===== config.mk =====
export PLATFORM = sky130hd
export DESIGN_NAME = traffic_light_ctrl
export DESIGN_NICKNAME = d
export VERILOG_FILES = /design/src/rtl/traffic_pkg.sv /design/src/rtl/lamp_checker.sv /design/src/rtl/traffic_light_ctrl.sv
export SDC_FILE = /design/constraint.sdc
export NUM_CORES = 1
export LEC_CHECK = 0
export CAP_MARGIN = 0
export CELL_PAD_IN_SITES_DETAIL_PLACEMENT = 1
export CELL_PAD_IN_SITES_GLOBAL_PLACEMENT = 2
export CORE_ASPECT_RATIO = 1.75
export CORE_MARGIN = 8
export CORE_UTILIZATION = 30
export CTS_CLUSTER_DIAMETER = 50
export DETAILED_ROUTE_END_ITERATION = 12
export PLACE_DENSITY_LB_ADDON = 0.1
export SKIP_CTS_REPAIR_TIMING = 1
export SLEW_MARGIN = 15
export SYNTH_ARGS = -nofsm -noshare
export SYNTH_HDL_FRONTEND = slang
export SYNTH_SLANG_ARGS = --single-unit

===== constraint.sdc =====
create_clock -name clk -period 2.4 [get_ports clk]
set_input_delay 0.48 -clock clk [delete_from_list [all_inputs] [get_ports clk]]
set_output_delay 0.48 -clock clk [all_outputs]
set_load 0.01 [all_outputs]

===== src/rtl/traffic_pkg.sv =====
// Shared types for the traffic-light controller: phase encoding, per-approach
// lamp bundle and the round-robin wrap helper.
package traffic_pkg;

   typedef enum logic [2:0] {
      ALLRED = 3'd0,
      GREEN  = 3'd1,
      YELLOW = 3'd2,
      FLASH  = 3'd3,
      FAIL   = 3'd4
   } phase_t;

   typedef struct packed {
      logic r;
      logic y;
      logic g;
   } lamp_t;

   // Approach index offset from a base, wrapping modulo the approach count.
   function automatic int wrap_add(input int a, input int b, input int n);
      return (a + b) % n;
   endfunction

endpackage


===== src/rtl/lamp_checker.sv =====
// Compares lamp feedback with the commanded lamps; flags conflicting greens or
// green+red at once immediately, and any other disagreement once it persists.
module lamp_checker #(
   parameter int N_DIR        = 2,
   parameter int MISMATCH_CYC = 3
) (
   input  logic             clk,
   input  logic             rst_n,
   input  logic             ignore,
   input  logic [N_DIR-1:0] cmd_r,
   input  logic [N_DIR-1:0] cmd_y,
   input  logic [N_DIR-1:0] cmd_g,
   input  logic [N_DIR-1:0] fb_r,
   input  logic [N_DIR-1:0] fb_y,
   input  logic [N_DIR-1:0] fb_g,
   output logic             fault_set
);

   localparam int            MW   = $clog2(MISMATCH_CYC + 1);
   localparam logic [MW-1:0] LAST = MW'(MISMATCH_CYC - 1);

   logic [MW-1:0] cnt;
   logic          immediate;
   logic          mismatch;
   logic          persist;

   // x & (x-1) is non-zero exactly when two or more greens are lit.
   assign immediate = ((fb_g & (fb_g - N_DIR'(1))) != '0) || ((fb_g & fb_r) != '0);
   assign mismatch  = !ignore && ({fb_r, fb_y, fb_g} != {cmd_r, cmd_y, cmd_g});
   assign persist   = mismatch && (cnt == LAST);
   assign fault_set = immediate || persist;

   always_ff @(posedge clk or negedge rst_n) begin
      if (!rst_n) begin
         cnt <= '0;
      end else if (!mismatch) begin
         cnt <= '0;
      end else if (cnt != LAST) begin
         cnt <= cnt + MW'(1);
      end
   end

endmodule


===== src/rtl/traffic_light_ctrl.sv =====
// Multi-approach traffic-light controller: round-robin demand-driven greens,
// night flash, and a sticky lamp-fault flag that forces a steady all-red.
module traffic_light_ctrl #(
   parameter int N_DIR        = 2,
   parameter int GREEN_CYC    = 8,
   parameter int YELLOW_CYC   = 3,
   parameter int ALLRED_CYC   = 2,
   parameter int FLASH_CYC    = 4,
   parameter int MISMATCH_CYC = 3,
   parameter int CNT_W        = 8
) (
   input  logic                     clk,
   input  logic                     rst_n,
   input  logic                     en,
   input  logic                     night,
   input  logic [N_DIR-1:0]         req,
   input  logic                     clr_fault,
   input  logic [N_DIR-1:0]         fb_r,
   input  logic [N_DIR-1:0]         fb_y,
   input  logic [N_DIR-1:0]         fb_g,
   output logic [N_DIR-1:0]         lamp_r,
   output logic [N_DIR-1:0]         lamp_y,
   output logic [N_DIR-1:0]         lamp_g,
   output logic [$clog2(N_DIR)-1:0] cur_dir,
   output logic [2:0]               phase,
   output logic                     fault
);

   import traffic_pkg::*;

   localparam int               DW       = $clog2(N_DIR);
   localparam logic [N_DIR-1:0] ALL      = '1;
   localparam logic [N_DIR-1:0] ONE      = N_DIR'(1);
   localparam logic [CNT_W-1:0] T_GREEN  = CNT_W'(GREEN_CYC - 1);
   localparam logic [CNT_W-1:0] T_YELLOW = CNT_W'(YELLOW_CYC - 1);
   localparam logic [CNT_W-1:0] T_ALLRED = CNT_W'(ALLRED_CYC - 1);
   localparam logic [CNT_W-1:0] T_FLASH  = CNT_W'(FLASH_CYC - 1);

   typedef lamp_t [N_DIR-1:0] lamp_vec_t;

   phase_t           state;
   logic [CNT_W-1:0] timer;
   lamp_vec_t        lamps;
   logic             flash_on;
   logic             fault_set;
   logic [DW-1:0]    nxt_dir;
   logic [N_DIR-1:0] cur_oh;
   logic [N_DIR-1:0] nxt_oh;

   function automatic lamp_vec_t mk(input logic [N_DIR-1:0] r, input logic [N_DIR-1:0] y,
                                    input logic [N_DIR-1:0] g);
      lamp_vec_t v;
      for (int i = 0; i < N_DIR; i++) begin
         v[i] = '{r: r[i], y: y[i], g: g[i]};
      end
      return v;
   endfunction

   // Descending scan so the nearest requester after cur_dir wins; offset
   // N_DIR lands back on cur_dir, which lets a sole requester be re-served.
   always_comb begin
      nxt_dir = DW'(wrap_add(int'(cur_dir), 1, N_DIR));
      for (int i = N_DIR; i >= 1; i--) begin
         if (req[DW'(wrap_add(int'(cur_dir), i, N_DIR))]) begin
            nxt_dir = DW'(wrap_add(int'(cur_dir), i, N_DIR));
         end
      end
   end

   assign cur_oh = ONE << cur_dir;
   assign nxt_oh = ONE << nxt_dir;

   always_comb begin
      lamp_r = '0;
      lamp_y = '0;
      lamp_g = '0;
      for (int i = 0; i < N_DIR; i++) begin
         lamp_r[i] = lamps[i].r;
         lamp_y[i] = lamps[i].y;
         lamp_g[i] = lamps[i].g;
      end
   end

   assign phase = state;

   lamp_checker #(
      .N_DIR        (N_DIR),
      .MISMATCH_CYC (MISMATCH_CYC)
   ) u_checker (
      .clk       (clk),
      .rst_n     (rst_n),
      .ignore    (state == FAIL),
      .cmd_r     (lamp_r),
      .cmd_y     (lamp_y),
      .cmd_g     (lamp_g),
      .fb_r      (fb_r),
      .fb_y      (fb_y),
      .fb_g      (fb_g),
      .fault_set (fault_set)
   );

   // A fresh detection outranks a clear pulse arriving in the same cycle.
   always_ff @(posedge clk or negedge rst_n) begin
      if (!rst_n) begin
         fault <= 1'b0;
      end else if (fault_set) begin
         fault <= 1'b1;
      end else if (clr_fault) begin
         fault <= 1'b0;
      end
   end

   // Fault handling bypasses en so a frozen controller still goes safe.
   always_ff @(posedge clk or negedge rst_n) begin
      if (!rst_n) begin
         state    <= ALLRED;
         timer    <= T_ALLRED;
         lamps    <= mk(ALL, '0, '0);
         cur_dir  <= DW'(N_DIR - 1);
         flash_on <= 1'b0;
      end else if (fault && state != FAIL) begin
         state <= FAIL;
         timer <= T_ALLRED;
         lamps <= mk(ALL, '0, '0);
      end else if (state == FAIL) begin
         if (clr_fault && !fault_set) begin
            state <= ALLRED;
            timer <= T_ALLRED;
            lamps <= mk(ALL, '0, '0);
         end
      end else if (en) begin
         if (timer != '0) begin
            timer <= timer - CNT_W'(1);
         end else begin
            case (state)
               ALLRED: begin
                  if (night) begin
                     state    <= FLASH;
                     timer    <= T_FLASH;
                     flash_on <= 1'b1;
                     lamps    <= mk('0, ALL, '0);
                  end else begin
                     state   <= GREEN;
                     timer   <= T_GREEN;
                     cur_dir <= nxt_dir;
                     lamps   <= mk(~nxt_oh, '0, nxt_oh);
                  end
               end
               GREEN: begin
                  state <= YELLOW;
                  timer <= T_YELLOW;
                  lamps <= mk(~cur_oh, cur_oh, '0);
               end
               YELLOW: begin
                  state <= ALLRED;
                  timer <= T_ALLRED;
                  lamps <= mk(ALL, '0, '0);
               end
               FLASH: begin
                  timer <= T_FLASH;
                  if (flash_on) begin
                     flash_on <= 1'b0;
                     lamps    <= mk('0, '0, '0);
                  end else if (!night) begin
                     state <= ALLRED;
                     timer <= T_ALLRED;
                     lamps <= mk(ALL, '0, '0);
                  end else begin
                     flash_on <= 1'b1;
                     lamps    <= mk('0, ALL, '0);
                  end
               end
               default: begin
                  state <= ALLRED;
                  timer <= T_ALLRED;
                  lamps <= mk(ALL, '0, '0);
               end
            endcase
         end
      end
   end

endmodule


# Yosys cells after proc, flatten, opt, wreduce, memory -nomap -nowiden

Index checks and enable logic that the tools add are counted.

Add/sub/neg operators: 5
$mul: 0
Div/mod/pow operators: 0
$lt $le $gt $ge: 2
Equality and inequality tests: 13
Shifts and indexed selects: 2
Muxes and demuxes: 41
Bitwise logic cells: 8
Reduce and logical (&&, ||, !) cells: 20

Operator list:

| operator            | count |
|---|---|
| $mux 6              | 8 |
| $mux 8              | 5 |
| $mux 3              | 8 |
| $pmux 8 s3          | 1 |
| $pmux 6 s3          | 1 |
| $reduce_and 6->1    | 2 |
| $mux 1              | 11 |
| $mux 2              | 5 |
| $pmux 3 s3          | 1 |
| $ne 4x3->1 const B  | 2 |
| $reduce_bool 2->1   | 4 |
| $reduce_bool 8->1   | 1 |
| $sub 8x1->8 const B | 1 |
| $lt 1x3->1 const B  | 2 |
| $ne 2x2->1 const B  | 3 |
| $ne 3x3->1 const B  | 2 |
| $ne 6x6->1          | 1 |
| $reduce_and 5->1    | 1 |
| $and 2x2->2         | 2 |
| $logic_and 1x1->1   | 4 |
| $not 1->1           | 4 |
| $not 2->2           | 2 |
| $shl 1x1->2 const A | 2 |
| $eq 3x1->1 const B  | 1 |
| 14 further kinds    | 17 |

Register bits after elaboration: 22
Bits in latches: 0
Bits in writable memories: 0
Bits in read-only memories: 0
Input port bits: 13
Output and inout bits: 11
Logic and storage cells: 103
Memories kept: 0

# Longest topological paths before layout

Gate-level depths: netlist (run 1).

Depth after elaboration: 14
Gate-level depth with buffers: 6
Mapped depth without buffers: 6

# By module

A second synthesis (run 1) with hierarchy kept.

Cells, all modules: 152
Area total of the unflattened synthesis: 1423.9 sq um

Modules (own cells, without submodules):

| module             | times used | cells an instance | area an instance (sq um) | sequential area each (sq um) |
|---|---|---|---|---|
| traffic_light_ctrl | 1          | 130               | 1216.2                   | 505.5 |
| lamp_checker       | 1          | 22                | 207.7                    | 50.0 |

# Worst setup path before layout (run 1)

No wires, ideal clock.

Path kind: reg-to-reg
Start: register timer[0]
End: register lamps (netlist bit lamp_g[1])
Library setup time: 0.125 ns
Arrival: 1.831 ns
Data required time: 2.275 ns
Setup slack: 0.444 ns
Cell stages (with the launch flop): 7
Buffers on the path: 0
Period minus slack after synthesis: 1.956 ns
Path through: dfstp_2 > inv_1 > ha_1 > nor3b_2 > a311oi_4 > nor2_4 > mux2_4

Cells in the longest elaborated chain, start to end: 3

RTL lines:

| item                              | RTL line                  | RTL |
|---|---|---|
| start, declared                   | traffic_light_ctrl.sv:42  | `logic [CNT_W-1:0] timer;` |
| start signal, assigned            | traffic_light_ctrl.sv:133 | `timer <= timer - CNT_W'(1);` |
| $reduce_bool 8->1                 | traffic_light_ctrl.sv:132 | `if (timer != '0) begin` |
| $ne 3x2->1 (no source line)       | n/a                       |  |
| $reduce_and 3->1 (no source line) | n/a                       |  |
| end signal, assigned              | traffic_light_ctrl.sv:129 | `lamps <= mk(ALL, '0, '0);` |
| end signal, assigned              | traffic_light_ctrl.sv:141 | `lamps <= mk('0, ALL, '0);` |
| end signal, assigned              | traffic_light_ctrl.sv:146 | `lamps <= mk(~nxt_oh, '0, nxt_oh);` |
| end, declared                     | traffic_light_ctrl.sv:43  | `lamp_vec_t lamps;` |

No other way between the ends.
A chain may end at the register's enable or synchronous reset.

# Worst setup path after layout (run 1)

Same ends and word-level chain as after synthesis.

==> results.ini, run 1 <==
[worst_setup_path]
cp.required_ns=2.56
crit_buf_inv=1
arrival_ns=2.35
timing.rr.end=lamp_g[1]
path_cells=inv_1 -> ha_1 -> nor3b_2 -> a311oi_4 -> nor2_4 -> mux2_4
r2r_start=timer[0]
r2r_slack_ns=0.21
start_kind=register
end_kind=register
r2r_cells=6
cpPeakStageDelay_ns=0.58
cp_top_family=flip-flops
cp_max_fo=8
crit_path_top_delay_cell=dfstp_2
crit_type=register to register

[synth]
ys_top_cells_by_area=dfrtp_1 30%, dfstp_2 6.9%, mux2_4 4.9%
syn_area_per_cell_sq_um=9.96
synthMuxAreaShare=0.0698
synth.most_common_cell=dfrtp_1
ys_seq_area_frac=0.365
synth_area_sq_um=1520
synth_edf_count=0
synth_cell_types=53
synth_xor_area_frac=0.0460
synth_fp_nets=169
ys_seq_elements=22
synth_fa_ha_area_frac=0.0246
synth_largest_area_cell=dfrtp_1
synth-async-reset-ratio=1.00
synth_top_area_share=0.296
yosys.area_share.simple=0.222
synth_compound_gate_area_share=0.232
netlist_instances=153
synth_top_family_by_area=compound AO/OA/AOI/OAI gates
synth_common_cells=18 x dfrtp_1, 12 x nand2_1, 10 x nor2_1, 8 x inv_1, 7 x o21ai_0
synth_ff_type=dfrtp_1
yosysWarnings=0

[global_route]
grt_pass1_wl_mm=7.53
grt_max_degree=23
track_usage=0.123
grt-ovfl-total=0
antenna_found_initial=0
first_global_vias=1460

[placed_design]
port_buffers=21
dp.cells=233
dp_hpwl_mm=3.57
dpl_worst_slack_ns=0.0761
gp_congestion=0.775

[layout]
utilization=0.387
final_cell_count_no_fill=237
filler_cell_count=577
n_antenna_cell=0
multi_input_area_sq_um=907
syn2layout_area_growth_pct=25.2
regArea_sq_um=556
final_layout_size_suffix_gt1_frac=0.224
nets=200

[routing]
drtPass1Iterations=4
final_antenna_net_count=0
remaining_drc_errors=0
via_count=1321
drtIter0Drc=44
viasPerCell=5.57
wl_per_cell_um=18.9
wl_mm=4.48

[die]
pin_count=24
initial_utilization=0.309
die_y_um=110
core_sq_um=4930
rows=34
dieArea_sq_um=7710
die_w_um=69.9

[hold_path]
holdPathStages=1
holdPathEnd=timer[7]
hp-class=register to register
worstHoldStart=timer[7]

[clocking]
cts_max_level=1
cts_inserted_buffers=3
cts_root_buffer=clkbuf_8
cts_num_sinks=22
clock_path_buffers=2
cts.clk_slew.worst_paths_ns=0.09
cts_tree=yes
worstSkewPairLatency_ns=0.27

[sta]
fin_crit_sh=0.912
fmax_ghz=0.457
finalSetupViolations=0
tightest_slew_ns=1.10
rsz0062_at_grt=false
layout_min_cycle_time_ns=2.19
slew_violations=0
fin_ws_ns=0.210
fin_skew_ns=0.00465
finalHoldViolations=0
relSlewSlack=0.264
setup_tns_ns=0

[power]
vdd_drop_max_mv=0.555
p_leak_nw=0.774
power.density_nw_per_um2=1080

[run]
cap_violations=0

[outcome]
outcome=finished, final reports clean

[per-layer routing]
metal,part of all wire,track usage,vias up
met5,0,0,-
met4,0.024,0.0649,0
met3,0.033,0.0215,10
met2,0.57,0.237,30
met1,0.38,0.123,645
li1,-,-,636
[cells by family after synthesis]
kind of cell / count (synthesis)
xor+xnor: 8
mux: 8
flops: 22
fa+ha+maj: 3
buf+inv: 14
simple gates: 55
compound gates: 43
[how the worst max path moves through the flow]
stage | startpoint | endpoint | slack [ns] | cells past startpoint
after floorplan | timer[0] | lamp_g[1] | 0.44 | 6
after global placement | en | timer[0] | 0.15 | 5
after detailed placement | en | timer[0] | 0.08 | 5
after CTS | timer[0] | lamp_y[1] | 0.20 | 6
after global routing | timer[0] | timer[3] | 0.1 | 7
final | timer[0] | lamp_g[1] | 0.21 | 6
[final cells by class]
type	instances	share of cell area
inverter	8	0.0157
multi-input combinational	117	0.475
sequential	22	0.291
clock buffer	4	0.0289
timing repair buffer	32	0.153
tap	54	0.0354
[per-stage QoR]
stage | power, mW | hold slack, ns | instance area, sq um
5_1_grt | 2.22 | 0.529 | 1910
4_1_cts | 2.09 | 0.515 | 1910
3_3_place_gp | 1.75 | 0.496 | 1850
3_5_place_dp | 1.80 | 0.503 | 1850
6_report | 2.06 | 0.502 | 1910
2_1_floorplan | 1.37 | 0.184 | 1520
[worst reg2reg max path, stage by stage, from the launching register on]
cell and delay, ns:
dfstp_2 0.58, inv_1 0.09, ha_1 0.22, nor3b_2 0.18, a311oi_4 0.55, nor2_4 0.13, mux2_4 0.32
[flip-flops by register name, indices dropped and copies added, names as in the netlist]
register,count
cur_dir,1
lamp_y,2
fault,1
lamp_r,2
timer,8
lamp_g,2
phase,3
u_checker.cnt,2
flash_on,1
[cell usage in the layout, fill, tap and decap left out, types with 4 or more instances in the layout]
master,n
a21oi_1,5
o31ai_1,4
mux2_4,5
clkbuf_8,4
dfrtp_1,18
clkdlybuf4s50_1,21
nand2b_1,5
dfstp_2,4
o21ai_0,7
inv_1,8
nor2_1,10
buf_4,11
xnor2_1,5
nand2_1,12
[power by group]
part | internal [mW] | switching [mW]
combinational | 0.562 | 0.574
sequential | 0.491 | 0.147
clock | 0.147 | 0.135
(Power assumes the default switching activity.)
==> inputs of run 2 (changes only) <==
--- a/config.mk
+++ b/config.mk
@@ -12,7 +12,9 @@
 export CORE_MARGIN = 8
 export CORE_UTILIZATION = 30
 export CTS_CLUSTER_DIAMETER = 50
+export CTS_CLUSTER_SIZE = 12
 export DETAILED_ROUTE_END_ITERATION = 12
+export GPL_ROUTABILITY_DRIVEN = 0
 export PLACE_DENSITY_LB_ADDON = 0.1
 export SKIP_CTS_REPAIR_TIMING = 1
 export SLEW_MARGIN = 15
==> results of run 2 <==
Same layout as run 1: the final DEF is identical, and so are final timing and power.
